==> config.mk <==
export PLATFORM = sky130hd
export DESIGN_NAME = control_unit
export DESIGN_NICKNAME = d
export VERILOG_FILES = /design/src/rtl/control_unit.sv
export SDC_FILE = /design/constraint.sdc
export NUM_CORES = 1
export LEC_CHECK = 0
export ABC_AREA = 1
export BUFFER_PORTS_ARGS = -buffer_cell sky130_fd_sc_hd__buf_2
export CORE_ASPECT_RATIO = 1.2
export CORE_MARGIN = 1
export CORE_UTILIZATION = 45
export CTS_CLUSTER_SIZE = 24
export DETAILED_ROUTE_END_ITERATION = 10
export PLACE_DENSITY = 0.81
export SYNTH_ARGS = -nofsm -noshare
export SYNTH_HDL_FRONTEND = slang
export SYNTH_SLANG_ARGS = --single-unit
==> constraint.sdc <==
create_clock -name clk -period 2.15 [get_ports clk]
set_input_delay 0.3225 -clock clk [delete_from_list [all_inputs] [get_ports clk]]
set_output_delay 0.3225 -clock clk [all_outputs]
set_load 0.03 [all_outputs]
==> src/rtl/control_unit.sv <==
// Hardwired Mini-SRC control sequencer: fetch T0-T2, execute T3-T7, halt/stop handling
// and a retired-instruction counter. All control outputs are a combinational decode of state, opcode and CON.
module control_unit #(
    parameter int MEM_WAIT = 1,
    parameter int CNT_W    = 32
) (
    input  logic             clk,
    input  logic             clr,
    input  logic [31:0]      ir,
    input  logic             con_out,
    input  logic             stop,
    output logic             pc_out, zlo_out, zhi_out, hi_out, lo_out, mdr_out, inport_out,
    output logic             c_sign_extended_out,
    output logic             mar_enable, z_enable, pc_enable, mdr_enable, ir_enable, y_enable,
    output logic             hi_enable, lo_enable, r15_enable, outport_enable, con_enable,
    output logic             read, ram_write, pc_increment,
    output logic             gra, grb, grc, r_in, r_out, ba_out,
    output logic             run,
    output logic             illegal_op,
    output logic [CNT_W-1:0] instr_count
);
    typedef enum logic [3:0] {
        S_RESET, S_T0, S_T1, S_T2, S_T3, S_T4, S_T5, S_T6, S_T7, S_HALT
    } state_t;

    localparam logic [2:0] WAIT_LAST = 3'(MEM_WAIT - 1);

    state_t           state_q, state_d;
    logic [2:0]       wait_q, wait_d;
    logic [CNT_W-1:0] count_q, count_d;

    logic [4:0] op;
    logic       ir_unused;
    logic       is_ralu, is_ialu, is_ld, is_ldi, is_st, is_negnot, is_muldiv, is_br, is_jr, is_jal;
    logic       is_in, is_out, is_mfhi, is_mflo, is_halt, is_undef;
    logic [2:0] last_step;
    state_t     entry_state;

    assign op        = ir[31:27];
    assign ir_unused = ^ir[26:0];

    assign is_ralu   = (op >= 5'd3) && (op <= 5'd11);
    assign is_ialu   = (op >= 5'd12) && (op <= 5'd14);
    assign is_ld     = (op == 5'd0);
    assign is_ldi    = (op == 5'd1);
    assign is_st     = (op == 5'd2);
    assign is_muldiv = (op == 5'd15) || (op == 5'd16);
    assign is_negnot = (op == 5'd17) || (op == 5'd18);
    assign is_br     = (op == 5'd19);
    assign is_jr     = (op == 5'd20);
    assign is_jal    = (op == 5'd21);
    assign is_in     = (op == 5'd22);
    assign is_out    = (op == 5'd23);
    assign is_mfhi   = (op == 5'd24);
    assign is_mflo   = (op == 5'd25);
    assign is_halt   = (op == 5'd27);
    assign is_undef  = (op >= 5'd28);

    // Final execute step per opcode; everything not listed (jr, in, out, mf*, nop, undefined) ends at T3.
    always_comb begin
        last_step = 3'd3;
        if (is_ld || is_st)                      last_step = 3'd7;
        else if (is_muldiv || is_br)             last_step = 3'd6;
        else if (is_ralu || is_ialu || is_ldi)   last_step = 3'd5;
        else if (is_negnot || is_jal)            last_step = 3'd4;
    end

    // stop is only honoured on the way into T0, so an instruction in flight always completes.
    assign entry_state = stop ? S_HALT : S_T0;

    always_comb begin
        state_d = state_q;
        wait_d  = '0;
        count_d = count_q;
        case (state_q)
            S_RESET: state_d = entry_state;
            S_T0:    state_d = S_T1;
            S_T1: begin
                if (wait_q == WAIT_LAST) state_d = S_T2;
                else                     wait_d  = wait_q + 3'd1;
            end
            S_T2: begin
                state_d = S_T3;
                count_d = count_q + 1'b1;
            end
            S_T3: begin
                if (is_halt)                 state_d = S_HALT;
                else if (last_step == 3'd3)  state_d = entry_state;
                else                         state_d = S_T4;
            end
            S_T4:    state_d = (last_step == 3'd4) ? entry_state : S_T5;
            S_T5:    state_d = (last_step == 3'd5) ? entry_state : S_T6;
            S_T6: begin
                if (is_ld && (wait_q != WAIT_LAST)) wait_d  = wait_q + 3'd1;
                else if (last_step == 3'd6)         state_d = entry_state;
                else                                state_d = S_T7;
            end
            S_T7:    state_d = entry_state;
            S_HALT:  state_d = S_HALT;
            default: state_d = S_RESET;
        endcase
    end

    always_ff @(posedge clk or negedge clr) begin
        if (!clr) begin
            state_q <= S_RESET;
            wait_q  <= '0;
            count_q <= '0;
        end else begin
            state_q <= state_d;
            wait_q  <= wait_d;
            count_q <= count_d;
        end
    end

    assign instr_count = count_q;

    always_comb begin
        {pc_out, zlo_out, zhi_out, hi_out, lo_out, mdr_out, inport_out, c_sign_extended_out} = '0;
        {mar_enable, z_enable, pc_enable, mdr_enable, ir_enable, y_enable} = '0;
        {hi_enable, lo_enable, r15_enable, outport_enable, con_enable} = '0;
        {read, ram_write, pc_increment, gra, grb, grc, r_in, r_out, ba_out} = '0;
        illegal_op = 1'b0;
        run        = (state_q != S_RESET) && (state_q != S_HALT);
        case (state_q)
            S_T0: begin pc_out = 1'b1; mar_enable = 1'b1; pc_increment = 1'b1; end
            S_T1: begin read = 1'b1; mdr_enable = 1'b1; end
            S_T2: begin mdr_out = 1'b1; ir_enable = 1'b1; end
            S_T3: begin
                if (is_ralu || is_ialu)          begin grb = 1'b1; r_out = 1'b1; y_enable = 1'b1; end
                if (is_ld || is_ldi || is_st)    begin grb = 1'b1; ba_out = 1'b1; y_enable = 1'b1; end
                if (is_negnot)                   begin grb = 1'b1; r_out = 1'b1; z_enable = 1'b1; end
                if (is_muldiv)                   begin gra = 1'b1; r_out = 1'b1; y_enable = 1'b1; end
                if (is_br)                       begin gra = 1'b1; r_out = 1'b1; con_enable = 1'b1; end
                if (is_jr)                       begin gra = 1'b1; r_out = 1'b1; pc_enable = 1'b1; end
                if (is_jal)                      begin pc_out = 1'b1; r15_enable = 1'b1; end
                if (is_in)                       begin inport_out = 1'b1; gra = 1'b1; r_in = 1'b1; end
                if (is_out)                      begin gra = 1'b1; r_out = 1'b1; outport_enable = 1'b1; end
                if (is_mfhi)                     begin hi_out = 1'b1; gra = 1'b1; r_in = 1'b1; end
                if (is_mflo)                     begin lo_out = 1'b1; gra = 1'b1; r_in = 1'b1; end
                illegal_op = is_undef;
            end
            S_T4: begin
                if (is_ralu)                     begin grc = 1'b1; r_out = 1'b1; z_enable = 1'b1; end
                if (is_ialu || is_ld || is_ldi || is_st) begin c_sign_extended_out = 1'b1; z_enable = 1'b1; end
                if (is_negnot)                   begin zlo_out = 1'b1; gra = 1'b1; r_in = 1'b1; end
                if (is_muldiv)                   begin grb = 1'b1; r_out = 1'b1; z_enable = 1'b1; end
                if (is_br)                       begin pc_out = 1'b1; y_enable = 1'b1; end
                if (is_jal)                      begin gra = 1'b1; r_out = 1'b1; pc_enable = 1'b1; end
            end
            S_T5: begin
                if (is_ralu || is_ialu || is_ldi) begin zlo_out = 1'b1; gra = 1'b1; r_in = 1'b1; end
                if (is_ld || is_st)              begin zlo_out = 1'b1; mar_enable = 1'b1; end
                if (is_muldiv)                   begin zlo_out = 1'b1; lo_enable = 1'b1; end
                if (is_br)                       begin c_sign_extended_out = 1'b1; z_enable = 1'b1; end
            end
            S_T6: begin
                if (is_ld)                       begin read = 1'b1; mdr_enable = 1'b1; end
                if (is_st)                       begin gra = 1'b1; r_out = 1'b1; mdr_enable = 1'b1; end
                if (is_muldiv)                   begin zhi_out = 1'b1; hi_enable = 1'b1; end
                if (is_br)                       begin zlo_out = 1'b1; pc_enable = con_out; end
            end
            S_T7: begin
                if (is_ld)                       begin mdr_out = 1'b1; gra = 1'b1; r_in = 1'b1; end
                if (is_st)                       ram_write = 1'b1;
            end
            default: ;
        endcase
    end
endmodule

======== Word level (Yosys, flattened, before mapping) ========
Index checks and enable logic that the tools add are counted.
storage, ports and cells
  bits in registers ....................... 39
  input port bits ......................... 36
  output and inout bits ................... 62
  word-level logic and storage cells ...... 149
operators by class
  add/subtract/negate cells ............... 2
  magnitude comparators ................... 5
  eq/ne operators ......................... 30
  muxes and demuxes ....................... 86
  reductions and logical operators ........ 23
operators with widths
  kind                   count
  $mux 1                 56
  $eq 5x5->1 const B     11
  $pmux 4 s9             1
  $add 32x1->32 const B  1
  $mux 4                 8
  $mux 3                 6
  $eq 4x3->1 const B     4
  $pmux 1 s3             5
  $pmux 1 s2             7
  $logic_or 1x1->1       12
  $le 5x4->1 const B     2
  $eq 3x3->1 const B     3
  $eq 4x2->1 const B     2
  $eq 4x4->1 const B     2
  $pmux 3 s2             1
  $eq 5x1->1 const B     1
  $eq 5x2->1 const B     1
  $eq 5x4->1 const B     1
  $ge 5x2->1 const B     1
  $ge 5x4->1 const B     1
  $ge 5x5->1 const B     1
  $logic_not 5->1        1
  $pmux 1 s5             1
  $eq 4x1->1 const B     1
  12 further kinds       16

======== Longest topological paths before layout ========
  depth in word-level cells ............... 11
  depth in mapped cells ................... 11
  mapped depth without buffers ............ 11

======== Worst setup path after synthesis ========
OpenSTA, ideal clock, no wires.
  path kind ............................... reg-to-output
  start point ............................. register state_q[0]
  end point ............................... output port r15_enable
  arrival ................................. 1716 ps
  data required time ...................... 1827 ps
  setup slack ............................. 111 ps
  cell stages (with the launch flop) ...... 7
  buffers on the path ..................... 1
  cells stage by stage .................... dfrtp_1 buf_6 nor2_1 nand2_2 inv_1 nand2_1 nor3_1
on the way
  cells in the longest elaborated chain, start to end .. 2
ends and longest elaborated chain
  element                   line  text
  start: declaration        28    state_t state_q, state_d;
  start signal: assignment  110   state_q <= state_d;
  $eq 4x3->1                125   case (state_q)
  $mux 1                    125
  end: declaration          15    output logic hi_enable, lo_enable, r15_enable, outport_enable, con_enable,
No other way between the ends.

======== Final worst setup path ========
  start point ............................. register state_q[1]
  end point ............................... output port r_in
on the way
  cells in the longest elaborated chain, start to end .. 2
  elaborated cells on any way between the ends .. 5
  those cells by class .................... eq/ne: 4; mux: 1
ends and longest elaborated chain
  element                                          line  text
  $eq 4x4->1 / $eq 4x3->1 (equally long branches)  125
  $pmux 1 s4 *                                     125
  end: declaration                                 17    output logic gra, grb, grc, r_in, r_out, ba_out,
Mark *: on every way between the ends. The rest lies on a longest branch, timed or not.

==> results.ini <==
[run_status]
status = complete, no violations

[critical_path]
path_class = flop to primary output
regToRegSetupSlack_ns = 0.43
critPathLaunch = state_q[1]
cp.arrival_ns = 1.74
reg2regPathDepth = 9
r2r-start = instr_count[0]
cp_max_fo = 3
critPathCaptureType = primary output
start_kind = flop
critical_path_required_ns = 1.83
r2r-end = instr_count[30]

[clock_network]
cts.sinks = 39
clock_latency_ns = 0.30
path_clk_slew_ns = 0.08
ctsRootBufferMaster = clkbuf_8
numCtsBuffers = 5
cts_max_level = 2
tritoncts = done
clock_path_buffers = 2

[layout]
finalInstanceArea_mm2 = 0.00341
fin_util = 0.598
fillerInstances = 558
multiInputGateArea_mm2 = 0.00153
final_common_cell = nand2_1
mostFrequentLayoutCells = nand2_1 (83), buf_2 (67), nor2_1 (54)
antenna_cells = 0
syn_to_final_growth_pct = 26.8
drive_gt1_frac = 0.287
ff_latch_area_um2 = 977
instances_no_fill = 530
layout.nets = 488

[sta]
finalCriticalPeriod_ns = 2.06
finalSetupTns_ns = 0
finalHoldViolations = 0
fin_ws_ns = 0.0862
clock.fmax_mhz = 485
rsz0062_at_grt = false
finalSetupViolations = 0
finalCritPeriodShare = 0.960
tightest_slew_ns = 0.523
clock_skew_ns = 0.00507
slew_headroom = 0.649
drv_slew = 0

[drt]
dr.pass1.iters = 4
drt_iter0_drc = 97
ant_nets = 0
via_count = 2676
drc_errors = 0
routedWlPerCell_um = 13.0
wl_mm = 6.90
avgViaCountPerCell = 5.05

[global_route]
antenna_found_initial = 0
gr-total-overflow = 0
grt.total_usage = 0.233
grt_pass1_wl_mm = 11.3
grt_pass1_vias = 2570
grt_max_degree = 16

[worst_hold_path]
hp-class = primary input to asynchronous set/reset pin

[place]
portBuffers = 70
dp_slack_ns = 0.200
hpwl_mm = 5.46
dp_cells = 520
gp_congestion = 0.943
postPlaceCellArea_mm2 = 0.00321

[floorplanning]
initial_core_util = 0.472
num_rows = 30
dieArea_mm2 = 0.00630
design.core.area_mm2 = 0.00571
die_w_um = 72.6
io_pins = 98
die_y_um = 86.7

[synthesis]
syn_inst = 360
syn_nets = 399
ys_ff_latch = 39
netlist-cell-type-count = 39
synth_area_mm2 = 0.00269
ys.warnings.count = 0
syn_area_per_cell_um2 = 7.48
yosysSeqAreaShare = 0.363

[power_and_ir_drop]
ir_drop_mv = 0.506
power_density_mw_per_mm2 = 778
leakagePower_nw = 1.90

[flow_run]
max_cap_violations = 0

-- layout make-up --
class	count	share of cell area
Tap cell	80	0.0293
Timing Repair Buffer	84	0.136
Multi-Input combinational cell	267	0.449
Sequential cell	39	0.286
Inverter	52	0.0587
Clock buffer	5	0.0202
Clock inverter	3	0.0198
-- stage by stage --
step	total power [W]	hold WS (ns)
2_1_floorplan	0.00159	0.0269
3_3_place_gp	0.00186	0.203
3_5_place_dp	0.00188	0.210
4_1_cts	0.00261	0.417
5_1_grt	0.00278	0.436
6_report	0.00265	0.413
-- cell usage after synthesis, drive strengths merged --
cell type  instances  area share
o221ai             1      0.0033
buf                2      0.0070
a21oi              7       0.013
or3                1      0.0023
nand3             22       0.049
nand3b             2      0.0056
inv               52       0.074
nand2             92        0.15
dfrtp             39        0.36
nor4               2      0.0046
nor3              15       0.036
o22a               1      0.0033
o2111ai            1      0.0033
xnor2             15       0.049
and3               1      0.0028
nor2              65        0.11
xor2              16       0.052
and2               1      0.0023
o211ai             2      0.0056
o31ai              1      0.0028
o22ai              1      0.0023
nand4              8       0.024
o21ai             10       0.019
ha                 3       0.014
-- state kept, by name, summed over array words and instances (netlist names) --
name	count
wait_q	3
instr_count	32
state_q	4
-- worst max-delay path, stage by stage (launching register included) --
cell and delay (ns):
dfrtp_1 0.44, nor2_2 0.19, nand2_2 0.11, o31ai_1 0.38
nor3_2 0.09, inv_1 0.06, buf_2 0.18
-- report_power, final --
group	total, W	internal [W]	switching, W
logic	0.00102	0.000315	0.000703
clock network	0.000739	0.000463	0.000276
registers	0.000896	0.000801	0.0000947
total	0.00265	0.00158	0.00107
-- repair_timing --
item | in CTS | in global routing
setup buffers | 0 | 1
endpoints found under the hold margin | 9 | 0
hold buffers | 1 | 0
gates resized for setup | 1 | 17
endpoints found under the setup margin | 1 | 10
-- routing by layer --
layer | vias up | part of all wire | global-route usage
li1 | 1316 | - | -
met1 | 1255 | 0.42 | 0.266
met2 | 85 | 0.51 | 0.420
met3 | 20 | 0.048 | 0.0384
met4 | 0 | 0.031 | 0.107
met5 | - | 0 | 0
-- worst max-delay path by stage --
stage / slack, ns / end
floorplan: 0.11 / r15_enable
global placement: 0.20 / gra
detailed placement: 0.20 / gra
CTS: 0.008 / zlo_out
global route: 0.0003 / r_out
finish: 0.09 / r_in
-- cells by family (layout without fill, tap and decap cells) --
kind of cell / after synthesis / count (layout) / synth area share
AOI/OAI and AO/OA: 24 / 24 / 0.0521
xor gates and xnor gates: 31 / 31 / 0.101
adders and majority gates: 3 / 3 / 0.0139
buffers and inverters: 54 / 144 / 0.0814
DFF: 39 / 39 / 0.363
and+or+nand+nor: 209 / 209 / 0.389
Note: power is estimated with default switching activity, not from simulation.
